File: src/rtl/ga_pkg.sv
// Shared types and widths for the genetic-algorithm selection datapath.
package ga_pkg;

    localparam int CHROM_W = 150;
    localparam int DIST_W  = 12;
    localparam int GENE_W  = 10;

    localparam logic [DIST_W-1:0] DIST_MAX = '1;

    typedef enum logic [2:0] {
        ST_IDLE,
        ST_READ,
        ST_WAIT_RD,
        ST_LATCH,
        ST_WAIT_DONE,
        ST_UPDATE,
        ST_FINISH
    } sel_state_e;

endpackage

File: src/rtl/fitness_select_best2_tracker.sv
// Keeps the two shortest-tour chromosomes seen since the last clear.
// SEL_DEDUP_EN: a candidate equal to the current best is never stored as second.
module best2_tracker
    import ga_pkg::*;
(
    input  logic               clk,
    input  logic               rst_n,
    input  logic               clear,
    input  logic               update,
    input  logic [CHROM_W-1:0] cand_chrom,
    input  logic [DIST_W-1:0]  cand_dist,
    output logic [CHROM_W-1:0] best_chrom,
    output logic [DIST_W-1:0]  best_dist,
    output logic [CHROM_W-1:0] second_chrom,
    output logic [DIST_W-1:0]  second_dist
);

    logic [CHROM_W-1:0] best_chrom_q, best_chrom_d;
    logic [DIST_W-1:0]  best_dist_q, best_dist_d;
    logic [CHROM_W-1:0] second_chrom_q, second_chrom_d;
    logic [DIST_W-1:0]  second_dist_q, second_dist_d;
    logic               lt_best, lt_second, is_dup;

    // Strict compares: an equal later candidate never displaces an earlier one.
    assign lt_best   = cand_dist < best_dist_q;
    assign lt_second = cand_dist < second_dist_q;

`ifdef SEL_DEDUP_EN
    assign is_dup = (cand_chrom == best_chrom_q);
`else
    assign is_dup = 1'b0;
`endif

    always_comb begin
        best_chrom_d   = best_chrom_q;
        best_dist_d    = best_dist_q;
        second_chrom_d = second_chrom_q;
        second_dist_d  = second_dist_q;
        if (clear) begin
            best_chrom_d   = '0;
            best_dist_d    = DIST_MAX;
            second_chrom_d = '0;
            second_dist_d  = DIST_MAX;
        end else if (update) begin
            if (lt_best) begin
                best_dist_d = cand_dist;
                if (!is_dup) begin
                    second_chrom_d = best_chrom_q;
                    second_dist_d  = best_dist_q;
                    best_chrom_d   = cand_chrom;
                end
            end else if (lt_second && !is_dup) begin
                second_chrom_d = cand_chrom;
                second_dist_d  = cand_dist;
            end
        end
    end

    always_ff @(posedge clk or negedge rst_n) begin
        if (!rst_n) begin
            best_chrom_q   <= '0;
            best_dist_q    <= DIST_MAX;
            second_chrom_q <= '0;
            second_dist_q  <= DIST_MAX;
        end else begin
            best_chrom_q   <= best_chrom_d;
            best_dist_q    <= best_dist_d;
            second_chrom_q <= second_chrom_d;
            second_dist_q  <= second_dist_d;
        end
    end

    assign best_chrom   = best_chrom_q;
    assign best_dist    = best_dist_q;
    assign second_chrom = second_chrom_q;
    assign second_dist  = second_dist_q;

endmodule

File: src/rtl/fitness_select.sv
// Scans the population RAM once per generation, evaluates each chromosome and keeps the two best.
// Optional macro SEL_DEDUP_EN (in best2_tracker) prevents duplicate parents.
module fitness_select
    import ga_pkg::*;
#(
    parameter int POP_SIZE = 16,
    parameter int IDX_W    = 4
) (
    input  logic               clk,
    input  logic               rst_n,
    input  logic               start,
    output logic [IDX_W-1:0]   pop_addr,
    input  logic [CHROM_W-1:0] pop_data,
    output logic [CHROM_W-1:0] dist_chrom,
    output logic               dist_start,
    input  logic [DIST_W-1:0]  dist_in,
    input  logic               dist_done,
    output logic [CHROM_W-1:0] parent_a,
    output logic [CHROM_W-1:0] parent_b,
    output logic [DIST_W-1:0]  best_dist,
    output logic [DIST_W-1:0]  second_dist,
    output logic               busy,
    output logic               done
);

    sel_state_e         state_q, state_d;
    logic [IDX_W-1:0]   idx_q, idx_d;
    logic [CHROM_W-1:0] dist_chrom_q, dist_chrom_d;
    logic               dist_start_q, dist_start_d;
    logic [DIST_W-1:0]  cand_dist_q, cand_dist_d;
    logic               start_accept, last_idx;

    assign start_accept = (state_q == ST_IDLE) && start;
    assign last_idx     = (idx_q == IDX_W'(POP_SIZE - 1));

    always_ff @(posedge clk or negedge rst_n) begin
        if (!rst_n) begin
            state_q <= ST_IDLE;
        end else begin
            state_q <= state_d;
        end
    end

    always_comb begin
        state_d = state_q;
        unique case (state_q)
            ST_IDLE:      if (start) state_d = ST_READ;
            ST_READ:      state_d = ST_WAIT_RD;
            ST_WAIT_RD:   state_d = ST_LATCH;
            ST_LATCH:     state_d = ST_WAIT_DONE;
            ST_WAIT_DONE: if (dist_done) state_d = ST_UPDATE;
            ST_UPDATE:    state_d = last_idx ? ST_FINISH : ST_READ;
            ST_FINISH:    state_d = ST_IDLE;
            default:      state_d = ST_IDLE;
        endcase
    end

    always_comb begin
        busy = (state_q != ST_IDLE) && (state_q != ST_FINISH);
        done = (state_q == ST_FINISH);
    end

    // Datapath registers; dist_done is only sampled in WAIT_DONE.
    always_comb begin
        idx_d        = idx_q;
        dist_chrom_d = dist_chrom_q;
        dist_start_d = 1'b0;
        cand_dist_d  = cand_dist_q;
        unique case (state_q)
            ST_IDLE:      if (start) idx_d = '0;
            ST_LATCH: begin
                dist_chrom_d = pop_data;
                dist_start_d = 1'b1;
            end
            ST_WAIT_DONE: if (dist_done) cand_dist_d = dist_in;
            ST_UPDATE:    if (!last_idx) idx_d = idx_q + 1'b1;
            default: ;
        endcase
    end

    always_ff @(posedge clk or negedge rst_n) begin
        if (!rst_n) begin
            idx_q        <= '0;
            dist_chrom_q <= '0;
            dist_start_q <= 1'b0;
            cand_dist_q  <= '0;
        end else begin
            idx_q        <= idx_d;
            dist_chrom_q <= dist_chrom_d;
            dist_start_q <= dist_start_d;
            cand_dist_q  <= cand_dist_d;
        end
    end

    assign pop_addr   = idx_q;
    assign dist_chrom = dist_chrom_q;
    assign dist_start = dist_start_q;

    best2_tracker u_best2 (
        .clk          (clk),
        .rst_n        (rst_n),
        .clear        (start_accept),
        .update       (state_q == ST_UPDATE),
        .cand_chrom   (dist_chrom_q),
        .cand_dist    (cand_dist_q),
        .best_chrom   (parent_a),
        .best_dist    (best_dist),
        .second_chrom (parent_b),
        .second_dist  (second_dist)
    );

endmodule

File: config.mk
export PLATFORM = sky130hd
export DESIGN_NAME = fitness_select
export DESIGN_NICKNAME = d
export VERILOG_FILES = /design/src/rtl/ga_pkg.sv /design/src/rtl/fitness_select_best2_tracker.sv /design/src/rtl/fitness_select.sv
export SDC_FILE = /design/constraint.sdc
export NUM_CORES = 1
export LEC_CHECK = 0
export BUFFER_PORTS_ARGS = -buffer_cell sky130_fd_sc_hd__buf_2
export CORE_AREA = 2 2 255 257
export DETAILED_ROUTE_END_ITERATION = 10
export DIE_AREA = 0 0 257 259
export GPL_TIMING_DRIVEN = 0
export SLEW_MARGIN = 20
export SYNTH_ARGS = -nofsm -noshare
export SYNTH_HDL_FRONTEND = slang
export SYNTH_SLANG_ARGS = --single-unit
File: constraint.sdc
create_clock -name clk -period 6.8 [get_ports clk]
set_input_delay 1.36 -clock clk [delete_from_list [all_inputs] [get_ports clk]]
set_output_delay 1.36 -clock clk [all_outputs]
set_load 0.05 [all_outputs]
After elaboration in Yosys (flattened, before gate mapping). Cells that the tools add are included.

Add/subtract/negate cells: 1. Order comparisons: 2. Equal/unequal tests: 11. Mux-type cells: 22. Reduce and logical (&&, ||, !) cells: 13.

Operators with widths (number): $mux W150 (7); $mux W12 (7); $lt A12 B12 Y1 (2); $pmux W3 S6 (1); $eq A3 B3 Y1 const B (3); $mux W3 (3); $mux W4 (2); $pmux W4 S2 (1); $reduce_and A2 Y1 (4); $eq A3 B2 Y1 const B (2); $ne A2 B2 Y1 const B (3); $reduce_bool A2 Y1 (3); $reduce_bool A3 Y1 (2); $add A4 B1 Y4 const B (1); $eq A4 B4 Y1 const B (1); $eq A3 B1 Y1 const B (1); $logic_not A3 Y1 (1); $ne A3 B3 Y1 const B (1); $reduce_and A3 Y1 (1); $logic_and A1 B1 Y1 (2); $mux W1 (1).

Register bits after elaboration: 494. Output and inout port bits: 481. Word-level logic and storage cells: 58.

Logic depth before layout (Yosys ltp). Gate-level depths: netlist of run 1.

Depth after elaboration: 5. Gate-level depth with buffers: 12. Mapped depth without buffers: 8.

By module. A second synthesis of run 1 with hierarchy kept.

Cells, all modules: 1745. Area total of the unflattened synthesis: 21564.4 um^2.

By module, submodules not included: best2_tracker (times used 1, cells an instance 1360, area an instance 15112.0 um^2, seq. area each 8137.8 um^2); fitness_select (times used 1, cells an instance 385, area an instance 6452.4 um^2, seq. area each 4254.1 um^2).

Worst setup path after synthesis of run 1. OpenSTA, ideal clock, no wires.

Path type: register -> register. Start point: register u_best2.best_dist_q[9] (netlist: u_best2.best_dist[9]). End point: register u_best2.second_chrom_q[27] (netlist: u_best2.second_chrom[27]). Setup time: 125 ps. Arrival: 3030 ps. Data required time: 6675 ps. Path slack: 3644 ps. Cell stages (with the launch flop): 13. Path buffers: 4. Path through: dfstp_2 > inv_1 > ha_1 > a21o_1 > a21o_1 > a2111o_1 > a21o_1 > buf_2 > o22a_1 > buf_2 > buf_6 > buf_6 > mux2_4.

Word-level cells in the longest chain between the ends: 4. Elaborated cells between the ends (all ways): 6. Classes of those cells: order compare (1); mux (3); reduce/logical (2).

Ends and longest elaborated chain: start, declared (line fitness_select_best2_tracker.sv:19) `logic [DIST_W-1:0] best_dist_q, best_dist_d;`; start signal, assigned (line fitness_select_best2_tracker.sv:67) `best_dist_q <= best_dist_d;`; $lt A12 B12 Y1 (*) (line fitness_select_best2_tracker.sv:25) `assign lt_best = cand_dist < best_dist_q;`; $mux W150 (line fitness_select_best2_tracker.sv:45) `if (lt_best) begin`; $mux W150 (line fitness_select_best2_tracker.sv:44) `end else if (update) begin`; $mux W150 (line fitness_select_best2_tracker.sv:39) `if (clear) begin`; end signal, assigned (line fitness_select_best2_tracker.sv:68) `second_chrom_q <= second_chrom_d;`; end, declared (line fitness_select_best2_tracker.sv:20) `logic [CHROM_W-1:0] second_chrom_q, second_chrom_d;`.

Mark *: on every way between the ends. The rest lies on a longest branch, timed or not. The select of a mux whose other input is x is not followed. A chain may end at the register's enable or synchronous reset.

Final worst setup path of run 1.
Start point: register u_best2.best_dist_q[9] (netlist: u_best2.best_dist[9]). End point: register u_best2.second_chrom_q[149] (netlist: u_best2.second_chrom[149]).

The elaborated chain is that of the path after synthesis.

==> results of run 1 <==
## path summary, 6_finish.rpt
kind,from,endpoint,slack (ps),cells after the start
worst max-delay path,u_best2.best_dist[9],u_best2.second_chrom[149],2780,10
worst min-delay path,u_best2.second_chrom[142],u_best2.second_chrom[142],500,1
worst max register to register,u_best2.best_dist[9],u_best2.second_chrom[149],2780,10
worst min register to register,u_best2.second_chrom[142],u_best2.second_chrom[142],500,1
max in group asynchronous,rst_n,u_best2.best_dist[7],4340,4
min in group asynchronous,rst_n,dist_chrom[46],680,1
## routing by layer
layer	global-route usage	up-vias	wire [um]
li1	-	8587	-
met1	0.2877	9131	32000
met2	0.3829	660	38640
met3	0.06073	115	6071
met4	0.08010	6	2307
met5	0	-	44
## report_power, final
group | switching (mW) | total, mW | leakage [nW] | internal [mW]
logic | 6.97 | 9.47 | 8.54 | 2.50
clock network | 1.24 | 3.07 | 0.907 | 1.83
registers | 1.01 | 5.08 | 6.45 | 4.08
total | 9.22 | 17.6 | 15.9 | 8.40
## registers in the layout (all words and copies together) (netlist names)
name and count:
u_best2.second_dist 12, pop_addr 4, u_best2.second_chrom 150, cand_dist_q 12, dist_chrom 150, dist_start 1
state_q 3, u_best2.best_dist 12, u_best2.best_chrom 150
## cell families after synthesis
logic type / synth area share
xor gates and xnor gates: 0.0003980
DFF: 0.5631
muxes: 0.1754
adders and majority gates: 0.01308
buffers and inverters: 0.03326
AOI/OAI and AO/OA: 0.04526
and+or+nand+nor: 0.1695
## area by class of cell
cell class                 instances  share of cell area
multi-input combinational       1529              0.3136
inverter                          23            0.003045
clock inverter                    19            0.008209
sequential                       494              0.4371
timing repair buffer             652              0.1198
clock buffer                      84             0.05706
buffer                           142             0.02286
antenna                            7           0.0006179
tap                              855             0.03773
## cell usage in the layout, fill, tap and decap left out, types with 8 or more instances in the layout
| master | synthesis | routed |
|---|---|---|
| buf_2 | 42 | 687 |
| buf_6 | 8 | 8 |
| clkbuf_1 | 86 | 102 |
| clkbuf_16 | 0 | 57 |
| clkbuf_8 | 0 | 9 |
| clkinv_2 | 0 | 10 |
| dfrtp_1 | 470 | 470 |
| dfstp_2 | 24 | 24 |
| ha_1 | 23 | 23 |
| inv_1 | 22 | 22 |
| mux2_2 | 105 | 105 |
| mux2_4 | 69 | 69 |
| mux2i_1 | 164 | 164 |
| nand2_1 | 927 | 927 |
| nor2_1 | 28 | 28 |
| o21ai_0 | 170 | 170 |
==> out/results.tsv, run 1 <==
metric	value	unit
worst_pin_slew	1126	ps
dieArea	0.06656	mm^2
drv_cap	0	
cts_root_buf	clkbuf_16	
setup_viol	0	
synth.area.top_cells	dfrtp_1 (53%), nand2_1 (16%), mux2i_1 (7.5%), mux2_2 (5.4%), mux2_4 (4.7%)	
dr.first_iter.drc_count	1197	
slowest_stage	clkbuf_1	
cp_num_buf_inv	3	
powerDensity	621.5	mW/mm^2
synth-warning-count	0	
synth.largest_area_cell	dfrtp_1	
drv_slew	0	
synthCells	2188	
critical_path.max_fanout	10	
tns	0	ps
holdWs	500.9	ps
grt_max_degree	96	
timing.final.crit_share	0.5915	
grt_pass1_vias	18060	
num-nets-final	3087	
crit_type	flop to flop	
ys_seq_elements	494	
core_area	0.06388	mm^2
vdd_ir_drop_max	361.1	uV
syn_area	0.02201	mm^2
wirelength	79050	um
cts_resized	0	
synth_edf_count	0	
io_pins	647	
post_route_cells_drive_above_1_share	0.3367	
fmax	0.2486	GHz
port_buffers	646	
hold_buffers	0	
grt_antenna_before_repair	10	
critPathMaxStageDelay	730	ps
crit_path_frequent_cell	a21o_1	
syn_avg_cell_area	10.06	um^2
pre_cts_slack	2458	ps
min_path_type	flop to flop	
crit_arrival	4550	ps
cts_tree	yes	
clock_sinks	494	
critPathCaptureType	flop	
yosysMostFrequentCell	nand2_1	
leakage	15.90	nW
dpl_cell_area	0.02648	mm^2
start_util	0.3445	
skew	22.33	ps
gr-usage-all-layers	0.2294	
fin_ws	2778	ps
die_y	259	um
viasPerCell	4.862	
status	finished clean	
cts_max_level	2	
cts-buffers-inserted	56	
num_vias	18500	
yosysSeqAreaShare	0.5631	
fin_crit	4022	ps
startpoint_type	flop	
async_flop_share	1.000	
wire_per_inst	20.78	um
finalInstanceArea	0.02835	mm^2
place_congestion	0.8564	
fp-row-count	93	
hold_viol_final	0	
rsz0062_at_grt	false	
drc	0	
fin_util	0.4438	
hpwl	59180	um
slew_headroom	0.2491	
synth.top_cells.by_count	nand2_1 (927), dfrtp_1 (470), o21ai_0 (170), mux2i_1 (164), mux2_2 (105)	
grt_overflow	0	
fin_cells	3805	
ant_nets	0	
syn-num-nets	2377	
finalPower	17.62	mW
nFillCells	6206	
path_cells	inv_1 > ha_1 > a21o_1 > a21o_1 > a2111o_1 > a21oi_1 > clkbuf_1 > buf_2 > mux2i_1 > mux2_2	
dr.pass1.iters	5	
clock_path_buffers	3	
crit_family	buffers and inverters	
multi_input_area	0.008891	mm^2
path_clk_slew	60	ps
worstPathRequired	7330	ps
die_x	257	um
dp_cells	3695	
area_delta_synth_final	28.82	%
grt_first_pass_wirelength	116300	um
post_cts_buffers	0	
ys_types	39	
final-seq-area	0.01239	mm^2
synth_top_area_frac	0.5344	
clk_latency	590	ps
ys.flop_type	dfrtp_1	
Note: power is estimated with default switching activity, not from simulation.
==> run 2: changes to the inputs <==
--- a/config.mk
+++ b/config.mk
@@ -6,9 +6,9 @@
 export NUM_CORES = 1
 export LEC_CHECK = 0
 export BUFFER_PORTS_ARGS = -buffer_cell sky130_fd_sc_hd__buf_2
-export CORE_AREA = 2 2 255 257
+export CORE_AREA = 2 2 249 251
 export DETAILED_ROUTE_END_ITERATION = 10
-export DIE_AREA = 0 0 257 259
+export DIE_AREA = 0 0 251 253
 export GPL_TIMING_DRIVEN = 0
 export SLEW_MARGIN = 20
 export SYNTH_ARGS = -nofsm -noshare
==> constraint.sdc (replaced) <==
create_clock -name clk -period 4.1 [get_ports clk]
set_input_delay 0.82 -clock clk [delete_from_list [all_inputs] [get_ports clk]]
set_output_delay 0.82 -clock clk [all_outputs]
set_load 0.05 [all_outputs]
==> run 2 against run 1 <==
Clock-buffer cell count stayed put. Utilization is 2.2 points higher. Critical path depth did not move. Via count increased by 1.0%. Sequential power is 65% higher. Routed wire length grew 1.1%. Design area grew 0.23%. Largest cell class unchanged. Flip-flop and latch count is the same. Clock skew shrank 5.6 ps. Power grew 68%. Combinational power up 67%. Highest routed layer unchanged. Global-route usage rose by 1.6 points.
==> out/results.tsv, run 2 (synthesis gave the netlist of run 1 again) <==
metric	value	unit
p_comb_frac	0.536	
layout_common_cells	nand2_1 (927), buf_2 (687), dfrtp_1 (470)	
core_area	0.06103	mm^2
clock_path_buffers	3	
port_buffers	646	
nFillCells	5797	
rsz0062_at_grt	false	
slowest_stage	clkdlybuf4s15_1	
start_util	0.3606	
vdd_ir_drop_max	601.9	uV
reg2reg_from	u_best2.best_dist[9]	
num-nets-final	3087	
cts-buffers-inserted	55	
power.switching	15.36	mW
timing.rr.end	u_best2.second_chrom[149]	
wirelength	79890	um
path_clk_slew	60	ps
fin_util	0.4656	
p_seq_frac	0.284	
drv_slew	0	
worst_pin_slew	1201	ps
path_cells	inv_1 > ha_1 > a21o_1 > a21o_1 > a2111o_1 > a21oi_1 > clkdlybuf4s15_1 > buf_2 > mux2i_1 > mux2_2	
cts_max_level	2	
dieArea	0.06350	mm^2
rrSetupSlack	140	ps
wire_per_inst	21.35	um
crit_type	flop to flop	
multi_input_area	0.008891	mm^2
critPathMaxStageDelay	750	ps
dr.pass1.iters	5	
gr-usage-all-layers	0.2451	
skew	16.71	ps
timing.final.crit_share	0.9665	
hold_viol_final	0	
area_delta_synth_final	29.12	%
fmax	0.2524	GHz
worstPathRequired	4630	ps
drc	0	
io_pins	647	
powerDensity	1039	mW/mm^2
drv_cap	0	
slew_headroom	0.1991	
finalPower	29.52	mW
grt_overflow	0	
final-seq-area	0.01239	mm^2
status	finished clean	
crit_path_frequent_cell	a21o_1	
dp_cells	3631	
p_int	14.15	mW
tns	0	ps
crit_arrival	4490	ps
startpoint_type	flop	
grt_antenna_before_repair	12	
leakage	15.97	nW
dr.first_iter.drc_count	1188	
setup_viol	0	
min_path_type	input pin to asynchronous set/reset pin	
critical_path.max_fanout	10	
grt_pass1_vias	18570	
grt_first_pass_wirelength	118700	um
final_common_cell	nand2_1	
num_vias	18690	
p_clk_frac	0.181	
fin_crit	3963	ps
die_x	251	um
fin_cells	3742	
clk_latency	600	ps
worst-r2r-cell-count	10	
post_route_cells_drive_above_1_share	0.3393	
hpwl	59490	um
place_congestion	0.9178	
critPathCaptureType	flop	
ant_nets	0	
cts_root_buf	clkbuf_16	
viasPerCell	4.994	
fp-row-count	91	
p_sw_frac	0.5205	
cts_tree	yes	
grt_max_degree	99	
die_y	253	um
clock_sinks	494	
-- run 2: critical path: cells and delay by family, from the launching register on --
family | cells | cell delay (ps)
compound gates | 4 | 960
mux | 2 | 760
buf+inv | 3 | 1310
fa+ha+maj | 1 | 310
flops | 1 | 560
-- run 2: repair_timing --
| action | CTS | global route |
|---|---|---|
| gates resized for setup | 0 | 2 |
| hold endpoints to repair | 0 | 0 |
| endpoints found under the setup margin | 0 | 1 |
| hold buffers | 0 | 0 |
| buffers inserted | 0 | 0 |
-- run 2: final cells by class --
cell class / instances / area share
buffer: 142 / 0.02294
clock inverter: 19 / 0.009115
inverter: 23 / 0.003038
antenna: 8 / 0.0007045
multi-input combinational: 1529 / 0.3129
timing repair buffer: 653 / 0.1203
tap: 790 / 0.03478
sequential: 494 / 0.4361
clock buffer: 84 / 0.06010
-- run 2: power by group through the flow --
stage	sequential (mW)	clock (mW)	combinational, mW
after floorplan	14.0	0	5.53
after global placement	8.33	0	15.7
after detailed placement	8.40	0	15.9
after CTS	8.34	5.42	15.9
after global routing	8.60	5.62	16.8
final	8.38	5.33	15.8
-- run 2: how the worst max path moves through the flow --
| stage | from | end | slack, ps | cells after the start |
|---|---|---|---|---|
| 3_5_place_dp | u_best2.best_dist[9] | u_best2.second_chrom[149] | 130 | 10 |
| 6_report | u_best2.best_dist[9] | u_best2.second_chrom[149] | 140 | 10 |
| 5_1_grt | u_best2.best_dist[9] | u_best2.second_chrom[149] | 30 | 10 |
| 2_1_floorplan | u_best2.best_dist[9] | u_best2.second_chrom[27] | 940 | 12 |
| 3_3_place_gp | rst_n | dist_chrom[133] | -7990 | 1 |
| 4_1_cts | u_best2.best_dist[9] | u_best2.second_chrom[149] | 100 | 10 |
-- run 2: stage by stage --
stage | setup slack [ps] | hold slack [ps] | area, um^2
after floorplan | 944.5 | 496.6 | 22010
after global placement | -7985 | 484.1 | 26230
final | 137.5 | 36.48 | 28420
after detailed placement | 128.0 | 486.7 | 26420
after CTS | 102.6 | 4.571 | 28390
after global routing | 29.07 | 15.24 | 28410
-- run 2: layer usage --
| metal | track usage | up-vias | part of all wire |
|---|---|---|---|
| li1 | - | 8585 | - |
| met1 | 0.3083 | 9259 | 0.40 |
| met2 | 0.4067 | 702 | 0.48 |
| met3 | 0.06990 | 134 | 0.080 |
| met4 | 0.08010 | 8 | 0.031 |
| met5 | 0 | - | 0.00055 |
==> run 3: changes to the inputs <==
--- a/config.mk
+++ b/config.mk
@@ -10,6 +10,7 @@
 export DETAILED_ROUTE_END_ITERATION = 10
 export DIE_AREA = 0 0 251 253
 export GPL_TIMING_DRIVEN = 0
+export MAX_ROUTING_LAYER = met4
 export SLEW_MARGIN = 20
 export SYNTH_ARGS = -nofsm -noshare
 export SYNTH_HDL_FRONTEND = slang
==> run 3 against run 2 <==
Die area unchanged. Via count increased by 0.60%. Clock skew increased by 6.4 ps. First-iteration DRC count decreased by 1.8%. Clock power decreased by 3%. Critical path depth unchanged.
==> out/results.tsv, run 3 (synthesis gave the netlist of run 1 again) <==
metric	value	unit
status	finished clean	
dp_cells	3630	
min_path_type	input pin to asynchronous set/reset pin	
p_clk_frac	0.176	
p_int	14.05	mW
grt_first_pass_wirelength	120000	um
crit_type	flop to flop	
area_delta_synth_final	28.70	%
die_x	251	um
leakage	15.91	nW
viasPerCell	5.024	
power.switching	15.33	mW
finalPower	29.38	mW
p_comb_frac	0.539	
hold_viol_final	0	
p_sw_frac	0.5218	
clk_latency	590	ps
crit_arrival	4360	ps
io_pins	647	
critPathCaptureType	flop	
drc	0	
layout_common_cells	nand2_1 (927), buf_2 (687), dfrtp_1 (470)	
gr-usage-all-layers	0.2541	
core_area	0.06103	mm^2
dr.pass1.iters	5	
drv_slew	0	
port_buffers	646	
post_cts_buffers	0	
grt_antenna_before_repair	12	
startpoint_type	flop	
path_cells	inv_1 > ha_1 > a21o_1 > a21o_1 > a2111o_1 > a211oi_4 > buf_8 > buf_2 > clkbuf_1 > o21ai_0	
wire_per_inst	21.45	um
die_y	253	um
skew	23.13	ps
setup_viol	0	
fmax	0.2538	GHz
place_congestion	0.9171	
cts_max_level	2	
slew_headroom	0.1840	
cts_resized	0	
dieArea	0.06350	mm^2
cts-buffers-inserted	55	
worstPathRequired	4520	ps
clock_path_buffers	3	
fin_crit	3939	ps
fp-row-count	91	
holdWs	135.7	ps
num-nets-final	3086	
cts_root_buf	clkbuf_16	
start_util	0.3606	
fin_cells	3742	
ant_nets	0	
num_vias	18800	
p_seq_frac	0.285	
timing.final.crit_share	0.9608	
critPathMaxStageDelay	800	ps
vdd_ir_drop_max	594.1	uV
crit_path_frequent_cell	a21o_1	
worst_pin_slew	1224	ps
final_common_cell	nand2_1	
hpwl	59800	um
wirelength	80270	um
rsz0062_at_grt	false	
clock_sinks	494	
critical_path.max_fanout	10	
slowest_stage	clkbuf_1	
path_clk_slew	60	ps
grt_pass1_vias	18990	
drv_cap	0	
grt_max_degree	100	
powerDensity	1037	mW/mm^2
hold_buffers	0	
dr.first_iter.drc_count	1167	
cts_tree	yes	
grt_overflow	0	
fin_util	0.4641	
post_route_cells_drive_above_1_share	0.3368	
==> run 3: path summary, 6_finish.rpt <==
| kind | to | startpoint | cells past startpoint | slack [ps] |
|---|---|---|---|---|
| min in group clk | dist_chrom[75] | pop_data[75] | 3 | 410 |
| worst max-delay path | u_best2.best_chrom[94] | u_best2.best_dist[9] | 10 | 160 |
| max in group asynchronous | u_best2.second_chrom[125] | rst_n | 4 | 2200 |
| worst min register to register | u_best2.second_chrom[8] | u_best2.second_chrom[8] | 1 | 500 |
| worst max register to register | u_best2.best_chrom[94] | u_best2.best_dist[9] | 10 | 160 |
| worst min-delay path | u_best2.second_chrom[42] | rst_n | 1 | 140 |
==> run 3: area by class of cell <==
type	instances	area (um^2)
sequential	494	12390
buffer	142	653.1
timing repair buffer	652	3396
clock buffer	80	1603
fill	5783	32710
clock inverter	19	281.5
inverter	23	86.33
tap	790	988.4
antenna	13	32.53
multi-input combinational	1529	8891
==> run 3: worst max-delay path, delay by kind of cell (launching register included) <==
family          cells  cell delay (ps)
flops               1              560
compound gates      5             1490
fa+ha+maj           1              310
buf+inv             4             1390
==> run 3: per-layer routing <==
metal  share of wire  vias to the layer above  wire length [um]  track usage
met5               0                        -                 0            -
met4           0.029                        0              2363      0.07653
met3           0.077                      128              6210      0.06815
met2            0.49                      725             39350       0.4166
met1            0.40                     9392             32350       0.3074
li1                -                     8555                 -            -
==> run 3: power groups by stage <==
| stage | logic (mW) | registers (mW) | clock network, mW |
|---|---|---|---|
| after detailed placement | 15.9 | 8.40 | 0 |
| after CTS | 15.9 | 8.35 | 5.27 |
| after global placement | 15.7 | 8.35 | 0 |
| after global routing | 16.8 | 8.61 | 5.46 |
| final | 15.8 | 8.39 | 5.17 |
| after floorplan | 5.53 | 14.0 | 0 |
==> run 3: stage by stage <==
stage | setup slack (ps) | cell area (um^2) | setup TNS (ps)
3_3_place_gp | -8020 | 26230 | -3899520
5_1_grt | 0.4459 | 28320 | 0
6_report | 160.5 | 28320 | 0
4_1_cts | 33.43 | 28280 | 0
2_1_floorplan | 944.5 | 22010 | 0
3_5_place_dp | 72.68 | 26400 | 0
